## src/rtl/sdram_arbit.sv

```systemverilog
// SDRAM bus arbiter: owns the command/address/data pins and hands them to the
// init, auto-refresh, write or read engine with fixed priority aref > write > read.
module sdram_arbit #(
  parameter logic [3:0] CMD_NOP = 4'b0111
) (
  input  logic        clk_100m,
  input  logic        rstn,
  input  logic [3:0]  init_cmd,
  input  logic [1:0]  init_bank,
  input  logic [12:0] init_addr,
  input  logic        init_end,
  input  logic        aref_req,
  input  logic        aref_end,
  input  logic [3:0]  aref_cmd,
  input  logic [1:0]  aref_bank,
  input  logic [12:0] aref_addr,
  input  logic        wr_req,
  input  logic        wr_end,
  input  logic [3:0]  wr_cmd,
  input  logic [1:0]  wr_bank,
  input  logic [12:0] wr_addr,
  input  logic [15:0] wr_data,
  input  logic        wr_sdram_en,
  input  logic        rd_req,
  input  logic        rd_end,
  input  logic [3:0]  rd_cmd,
  input  logic [1:0]  rd_bank,
  input  logic [12:0] rd_addr,
  output logic        aref_en,
  output logic        wr_en,
  output logic        rd_en,
  output logic        sdram_cke,
  output logic        sdram_cs_n,
  output logic        sdram_ras_n,
  output logic        sdram_cas_n,
  output logic        sdram_we_n,
  output logic [1:0]  sdram_ba,
  output logic [12:0] sdram_addr,
  output logic [15:0] sdram_dq_out,
  output logic        sdram_dq_oe
);

  typedef enum logic [2:0] {
    IDLE  = 3'd0,
    ARBIT = 3'd1,
    AREF  = 3'd2,
    WRITE = 3'd3,
    READ  = 3'd4
  } state_t;

  state_t      state_r;
  state_t      state_nxt_s;
  logic        aref_en_r;
  logic        wr_en_r;
  logic        rd_en_r;
  logic [3:0]  cmd_s;
  logic [1:0]  ba_s;
  logic [12:0] addr_s;
  logic [15:0] dq_out_s;
  logic        dq_oe_s;

  // State register.
  always_ff @(posedge clk_100m or negedge rstn) begin
    if (!rstn) begin
      state_r <= IDLE;
    end else begin
      state_r <= state_nxt_s;
    end
  end

  // Next-state: fixed-priority grant from ARBIT; an owner only leaves on its own end pulse.
  always_comb begin
    state_nxt_s = state_r;
    case (state_r)
      IDLE: begin
        if (init_end) state_nxt_s = ARBIT;
        else          state_nxt_s = IDLE;
      end
      ARBIT: begin
        if (aref_req)     state_nxt_s = AREF;
        else if (wr_req)  state_nxt_s = WRITE;
        else if (rd_req)  state_nxt_s = READ;
        else              state_nxt_s = ARBIT;
      end
      AREF: begin
        if (aref_end) state_nxt_s = ARBIT;
        else          state_nxt_s = AREF;
      end
      WRITE: begin
        if (wr_end) state_nxt_s = ARBIT;
        else        state_nxt_s = WRITE;
      end
      READ: begin
        if (rd_end) state_nxt_s = ARBIT;
        else        state_nxt_s = READ;
      end
      default: state_nxt_s = IDLE;
    endcase
  end

  // Grants are registered from the next state so they track the state register exactly.
  always_ff @(posedge clk_100m or negedge rstn) begin
    if (!rstn) begin
      aref_en_r <= 1'b0;
      wr_en_r   <= 1'b0;
      rd_en_r   <= 1'b0;
    end else begin
      aref_en_r <= (state_nxt_s == AREF);
      wr_en_r   <= (state_nxt_s == WRITE);
      rd_en_r   <= (state_nxt_s == READ);
    end
  end

  // Command/bank/address pin mux selected by the current owner.
  always_comb begin
    cmd_s  = CMD_NOP;
    ba_s   = 2'b00;
    addr_s = 13'h0000;
    case (state_r)
      IDLE: begin
        cmd_s  = init_cmd;
        ba_s   = init_bank;
        addr_s = init_addr;
      end
      AREF: begin
        cmd_s  = aref_cmd;
        ba_s   = aref_bank;
        addr_s = aref_addr;
      end
      WRITE: begin
        cmd_s  = wr_cmd;
        ba_s   = wr_bank;
        addr_s = wr_addr;
      end
      READ: begin
        cmd_s  = rd_cmd;
        ba_s   = rd_bank;
        addr_s = rd_addr;
      end
      ARBIT: begin
        cmd_s  = CMD_NOP;
        ba_s   = 2'b00;
        addr_s = 13'h0000;
      end
      default: begin
        cmd_s  = CMD_NOP;
        ba_s   = 2'b00;
        addr_s = 13'h0000;
      end
    endcase
  end

  // Only the write engine may drive DQ.
  always_comb begin
    dq_oe_s  = 1'b0;
    dq_out_s = 16'h0000;
    if (state_r == WRITE) begin
      dq_oe_s  = wr_sdram_en;
      dq_out_s = wr_data;
    end else begin
      dq_oe_s  = 1'b0;
      dq_out_s = 16'h0000;
    end
  end

  assign aref_en      = aref_en_r;
  assign wr_en        = wr_en_r;
  assign rd_en        = rd_en_r;
  assign sdram_cke    = 1'b1;
  assign sdram_cs_n   = cmd_s[3];
  assign sdram_ras_n  = cmd_s[2];
  assign sdram_cas_n  = cmd_s[1];
  assign sdram_we_n   = cmd_s[0];
  assign sdram_ba     = ba_s;
  assign sdram_addr   = addr_s;
  assign sdram_dq_out = dq_out_s;
  assign sdram_dq_oe  = dq_oe_s;

endmodule

```

## config.mk

```make
export PLATFORM = sky130hd
export DESIGN_NAME = sdram_arbit
export DESIGN_NICKNAME = d
export VERILOG_FILES = /design/src/rtl/sdram_arbit.sv
export SDC_FILE = /design/constraint.sdc
export NUM_CORES = 1
export LEC_CHECK = 0
export ABC_CLOCK_PERIOD_IN_PS = 1500
export CORE_MARGIN = 1
export CORE_UTILIZATION = 23
export DETAILED_ROUTE_END_ITERATION = 10
export PLACE_DENSITY = 0.9
export SLEW_MARGIN = 25
export SYNTH_ARGS = -nofsm -noshare
export SYNTH_HDL_FRONTEND = slang
export SYNTH_SLANG_ARGS = --single-unit
```

## constraint.sdc

```tcl
create_clock -name clk_100m -period 1.5 [get_ports clk_100m]
set_input_delay 0.225 -clock clk_100m [delete_from_list [all_inputs] [get_ports clk_100m]]
set_output_delay 0.225 -clock clk_100m [all_outputs]
set_load 0.01 [all_outputs]
```

Yosys cells after proc, flatten, opt, wreduce, memory -nomap -nowiden
Cells that the tools add are included.
- flip-flop bits (word level): 6
- bits of input ports: 102
- output and inout port bits: 40
- word-level logic and storage cells: 25
- equality and inequality tests: 7
- muxes and demuxes: 13
- reduce and logical (&&, ||, !) cells: 1
- operator list (kind ; count):
    one-hot mux 13 bit (4 select lines) ; 1
    2-to-1 mux 16 bit ; 1
    one-hot mux 4 bit (4 select lines) ; 1
    one-hot mux 3 bit (5 select lines) ; 1
    equality test 3 x 2 -> 1 bit, second input constant ; 4
    2-to-1 mux 3 bit ; 4
    one-hot mux 2 bit (4 select lines) ; 1
    equality test 3 bit, second input constant ; 2
    2-to-1 mux 2 bit ; 2
    equality test 3 x 1 -> 1 bit, second input constant ; 1
    zero test 3 bit ; 1
    2-to-1 mux 1 bit ; 2

Longest topological paths before layout
Gate-level depths: netlist of the first run.
- depth after elaboration: 5
- mapped depth: 6

Least setup slack after synthesis of the first run
OpenSTA, ideal clock, no wires.
- path type: flip-flop to output port
- from: register state_r[2]
- to: output sdram_addr[10]
- arrival time: 1252 ps
- required time: 1275 ps
- slack: 23 ps
- stages on the path, launching flop included: 7
- cell sequence: dfrtp_1 buf_2 and2b_1 buf_2 buf_2 a2bb2oi_1 o2bb2ai_1
- cells in the longest elaborated chain, start to end: 2
- elaborated cells between the ends (all ways): 5
- classes of those cells: eq/ne (3); mux (1); reduce/logical (1)
- RTL lines (item ; line ; RTL):
    start, declared ; 51 ; state_t state_r;
    start signal, assigned ; 67 ; state_r <= state_nxt_s;
    equality test 3 bit (tied with other cells) ; 119 ; case (state_r)
    one-hot mux 13 bit (4 select lines) (*) ; 119 ;
    end, declared ; 38 ; output logic [12:0] sdram_addr,
Every way passes the cells marked *; elsewhere a longest branch is shown, timed or not.

Worst setup path in the final report of the first run
- from: register state_r[2]
- to: output sdram_cas_n
- cells in the longest elaborated chain, start to end: 2
- elaborated cells between the ends (all ways): 5
- classes of those cells: eq/ne (3); mux (1); reduce/logical (1)
- RTL lines (item ; line ; RTL):
    equality test 3 bit (tied with other cells) ; 119 ;
    one-hot mux 4 bit (4 select lines) (*) ; 119 ;
    end, declared ; 35 ; output logic sdram_cas_n,
Marked as above.

==> results of run 1 <==
cells by family after synthesis:
| family | share of synthesized area [%] |
|---|---|
| AO/OA/AOI/OAI | 35.8 |
| AND/OR/NAND/NOR | 20.6 |
| multiplexers | 19.5 |
| buffers and inverters | 9.45 |
| flip-flops | 14.4 |
| other | 0.359 |
critical path: stages (launching register included):
cell and delay, ns:
dfrtp_2 0.47, buf_6 0.15, mux2_4 0.29, o22a_1 0.16, o22a_1 0.17, buf_2 0.14
flip-flops by register name, indices dropped and copies added, names as in the netlist:
name / flops
wr_en: 1
state_r: 3
aref_en: 1
rd_en: 1
per-stage QoR:
stage               total power, mW  area [um2]  worst slack [ns]  hold slack (ns)  setup TNS (ns)
floorplan                      1.64        1050            0.0231          -0.0706               0
global placement               3.08        2570            -0.456            0.480          -12.66
detailed placement             3.11        2570            -0.477            0.487          -13.00
CTS                            3.78        2890            -0.314            0.253           -7.40
global route                   4.28        3040            -0.362            0.261           -9.17
finish                         4.04        3040            -0.327            0.252           -6.67
synthesized netlist by cell type, types with 2 or more instances:
master	instances
inv_1	2
clkbuf_1	7
buf_4	2
mux2_2	3
buf_2	7
a31oi_1	2
nor2_1	3
o2bb2ai_1	16
and3_1	17
mux2i_1	17
dfrtp_1	6
a2bb2oi_1	17
nor2b_1	4
o22a_1	5
nand2_1	3
per-layer routing:
layer | up-vias | global-route usage, % | part of all wire, %
li1 | 819 | - | -
met1 | 817 | 23.8 | 39
met2 | 97 | 41.4 | 54
met3 | 10 | 3.92 | 6.0
met4 | 0 | 3.63 | 1.3
met5 | - | 0 | 0
final cells by class:
class	count	area share [%]
clock buffers	3	1.36
flip-flops and latches	6	5.03
well taps	52	2.14
repair buffers	176	56.8
inverters	2	0.247
multi-input cells	100	34.4
what timing repair did:
item,in CTS,in global routing
pin swaps,24,17
setup endpoints to repair,39,40
buffers inserted,18,4
cloned,2,0
resized for setup,204,37
how the worst min path moves through the flow:
stage | start | endpoint | slack, ns | cells after the start
floorplan | rstn | aref_en | -0.07 | 0
global placement | rstn | aref_en | 0.48 | 1
detailed placement | rstn | rd_en | 0.49 | 1
CTS | rstn | state_r[0] | 0.25 | 1
global route | rstn | state_r[0] | 0.26 | 1
finish | rstn | state_r[0] | 0.25 | 1
power groups by stage:
| stage | Sequential (mW) | Clock (mW) | Combinational (mW) |
|---|---|---|---|
| 2_1_floorplan | 0.245 | 0 | 1.39 |
| 3_3_place_gp | 0.270 | 0 | 2.81 |
| 3_5_place_dp | 0.268 | 0 | 2.84 |
| 4_1_cts | 0.272 | 0.240 | 3.27 |
| 5_1_grt | 0.292 | 0.256 | 3.74 |
| 6_report | 0.283 | 0.238 | 3.52 |
==> results_dict.tcl, run 1 <==
set metrics [dict create \
    setup_slack_ns -0.327 \
    critPathLaunchType "flip-flop" \
    violations "setup timing" \
    reg2reg_depth 5 \
    place_congestion 0.701 \
    critPathCapture "sdram_cas_n" \
    seqPwrFrac_pct 7.0 \
    r2r_start "state_r[2]" \
    synth_area_um2 1050 \
    hold_viol 0 \
    internal-power_mw 2.44 \
    vdd_drop_max_uv 652 \
    netlist-cell-type-count 30 \
    grt_first_pass_wirelength_um 8460 \
    period_share_pct 122 \
    seq_area_um2 153 \
    maxCapViolations 0 \
    skew_ns 0.00437 \
    clock_latency_ns 0.22 \
    rr_endpoint "aref_en" \
    fin_nets 391 \
    sw_frac_of_total_pct 39.5 \
    critPathKind "reg2out" \
    p_leak_nw 1.28 \
    synthCells 126 \
    r2r_slack_ns -0.26 \
    antenna_cells 0 \
    vias_per_cell 5.14 \
    hpwl_um 3870 \
    final_cell_mix "104 x clkdlybuf4s50_1, 35 x buf_6, 21 x buf_2, 14 x o2bb2ai_1, 14 x and3_4" \
    yosys_warnings 0 \
    cp.arrival_ns 1.60 \
    path_clk_slew_ns 0.04 \
    cts_root_buf "clkbuf_8" \
    synthTopCellsByArea "mux2i_1 16%, dfrtp_1 14%, a2bb2oi_1 14%" \
    final_cell_count_no_fill 339 \
    clkSinkCount 6 \
    final_antenna_net_count 0 \
    fin_crit_ns 1.83 \
    grt_pass1_vias 1858 \
    end_kind "output pin" \
    final_core_util_pct 69.7 \
    cellPowerDensity_nw_per_um2 1330 \
    initial_core_util_pct 24.0 \
    grt_start_max_net_pins 21 \
    fp.coreArea_um2 4350 \
    dr.pass1.iters 4 \
    multi_input_area_um2 1040 \
    portBuffers 140 \
    p_comb_share_pct 87.1 \
    cts_buffers 3 \
    async_flop_share_pct 100 \
    crit_start "state_r[2]" \
    die_w_um 69.4 \
    nFillCells 344 \
    antenna_found_initial 0 \
    synth_seq_area_share_pct 14.4 \
    fmax_mhz 547 \
    rsz0062_at_grt "yes" \
    cts_tree "yes" \
    synth_top_area_share_pct 16.3 \
    drt-wirelength-per-cell_um 16.3 \
    drv_slew 0 \
    setup_viol 40 \
    cts_buffer_depth 2 \
    drtIter0Drc 83 \
    synth_ff_type "dfrtp_1" \
    placedCellCount 317 \
    gr-total-overflow 0 \
    wl_um 5530 \
    pwr-share-clk_pct 5.9 \
    die_area_um2 4820 \
    critPathMaxFanout 7 \
    crit_required_ns 1.27 \
    syn_to_final_growth_pct 190 \
    synth_nets 228 \
    rows 24 \
    final_common_cell "clkdlybuf4s50_1" \
    htreeDepth 1 \
    p_switching_mw 1.60 \
    synth_area_per_cell_um2 8.30 \
    drive_gt1_share_pct 42.9 \
    ys_ff_latch 6 \
    postCtsHoldBufs 0 \
    hold_path.class "in2async" \
    synth_edf_count 0 \
    yosysTopAreaCell "mux2i_1" \
    io_pins 142 \
    status "finished, violations left" \
    post-route-drc-count 0 \
    vias 1743 \
    die_y_um 69.4 \
    track_usage_pct 21.2 \
]
Power figures use the tool's default switching activity.
==> run 2, diff against run 1 <==
Settings changed: CTS_BUF_LIST set to sky130_fd_sc_hd__clkbuf_4 sky130_fd_sc_hd__clkbuf_8 sky130_fd_sc_hd__clkbuf_16.
==> results of run 2 <==
Final layout, timing and power as in run 1 (identical DEF).
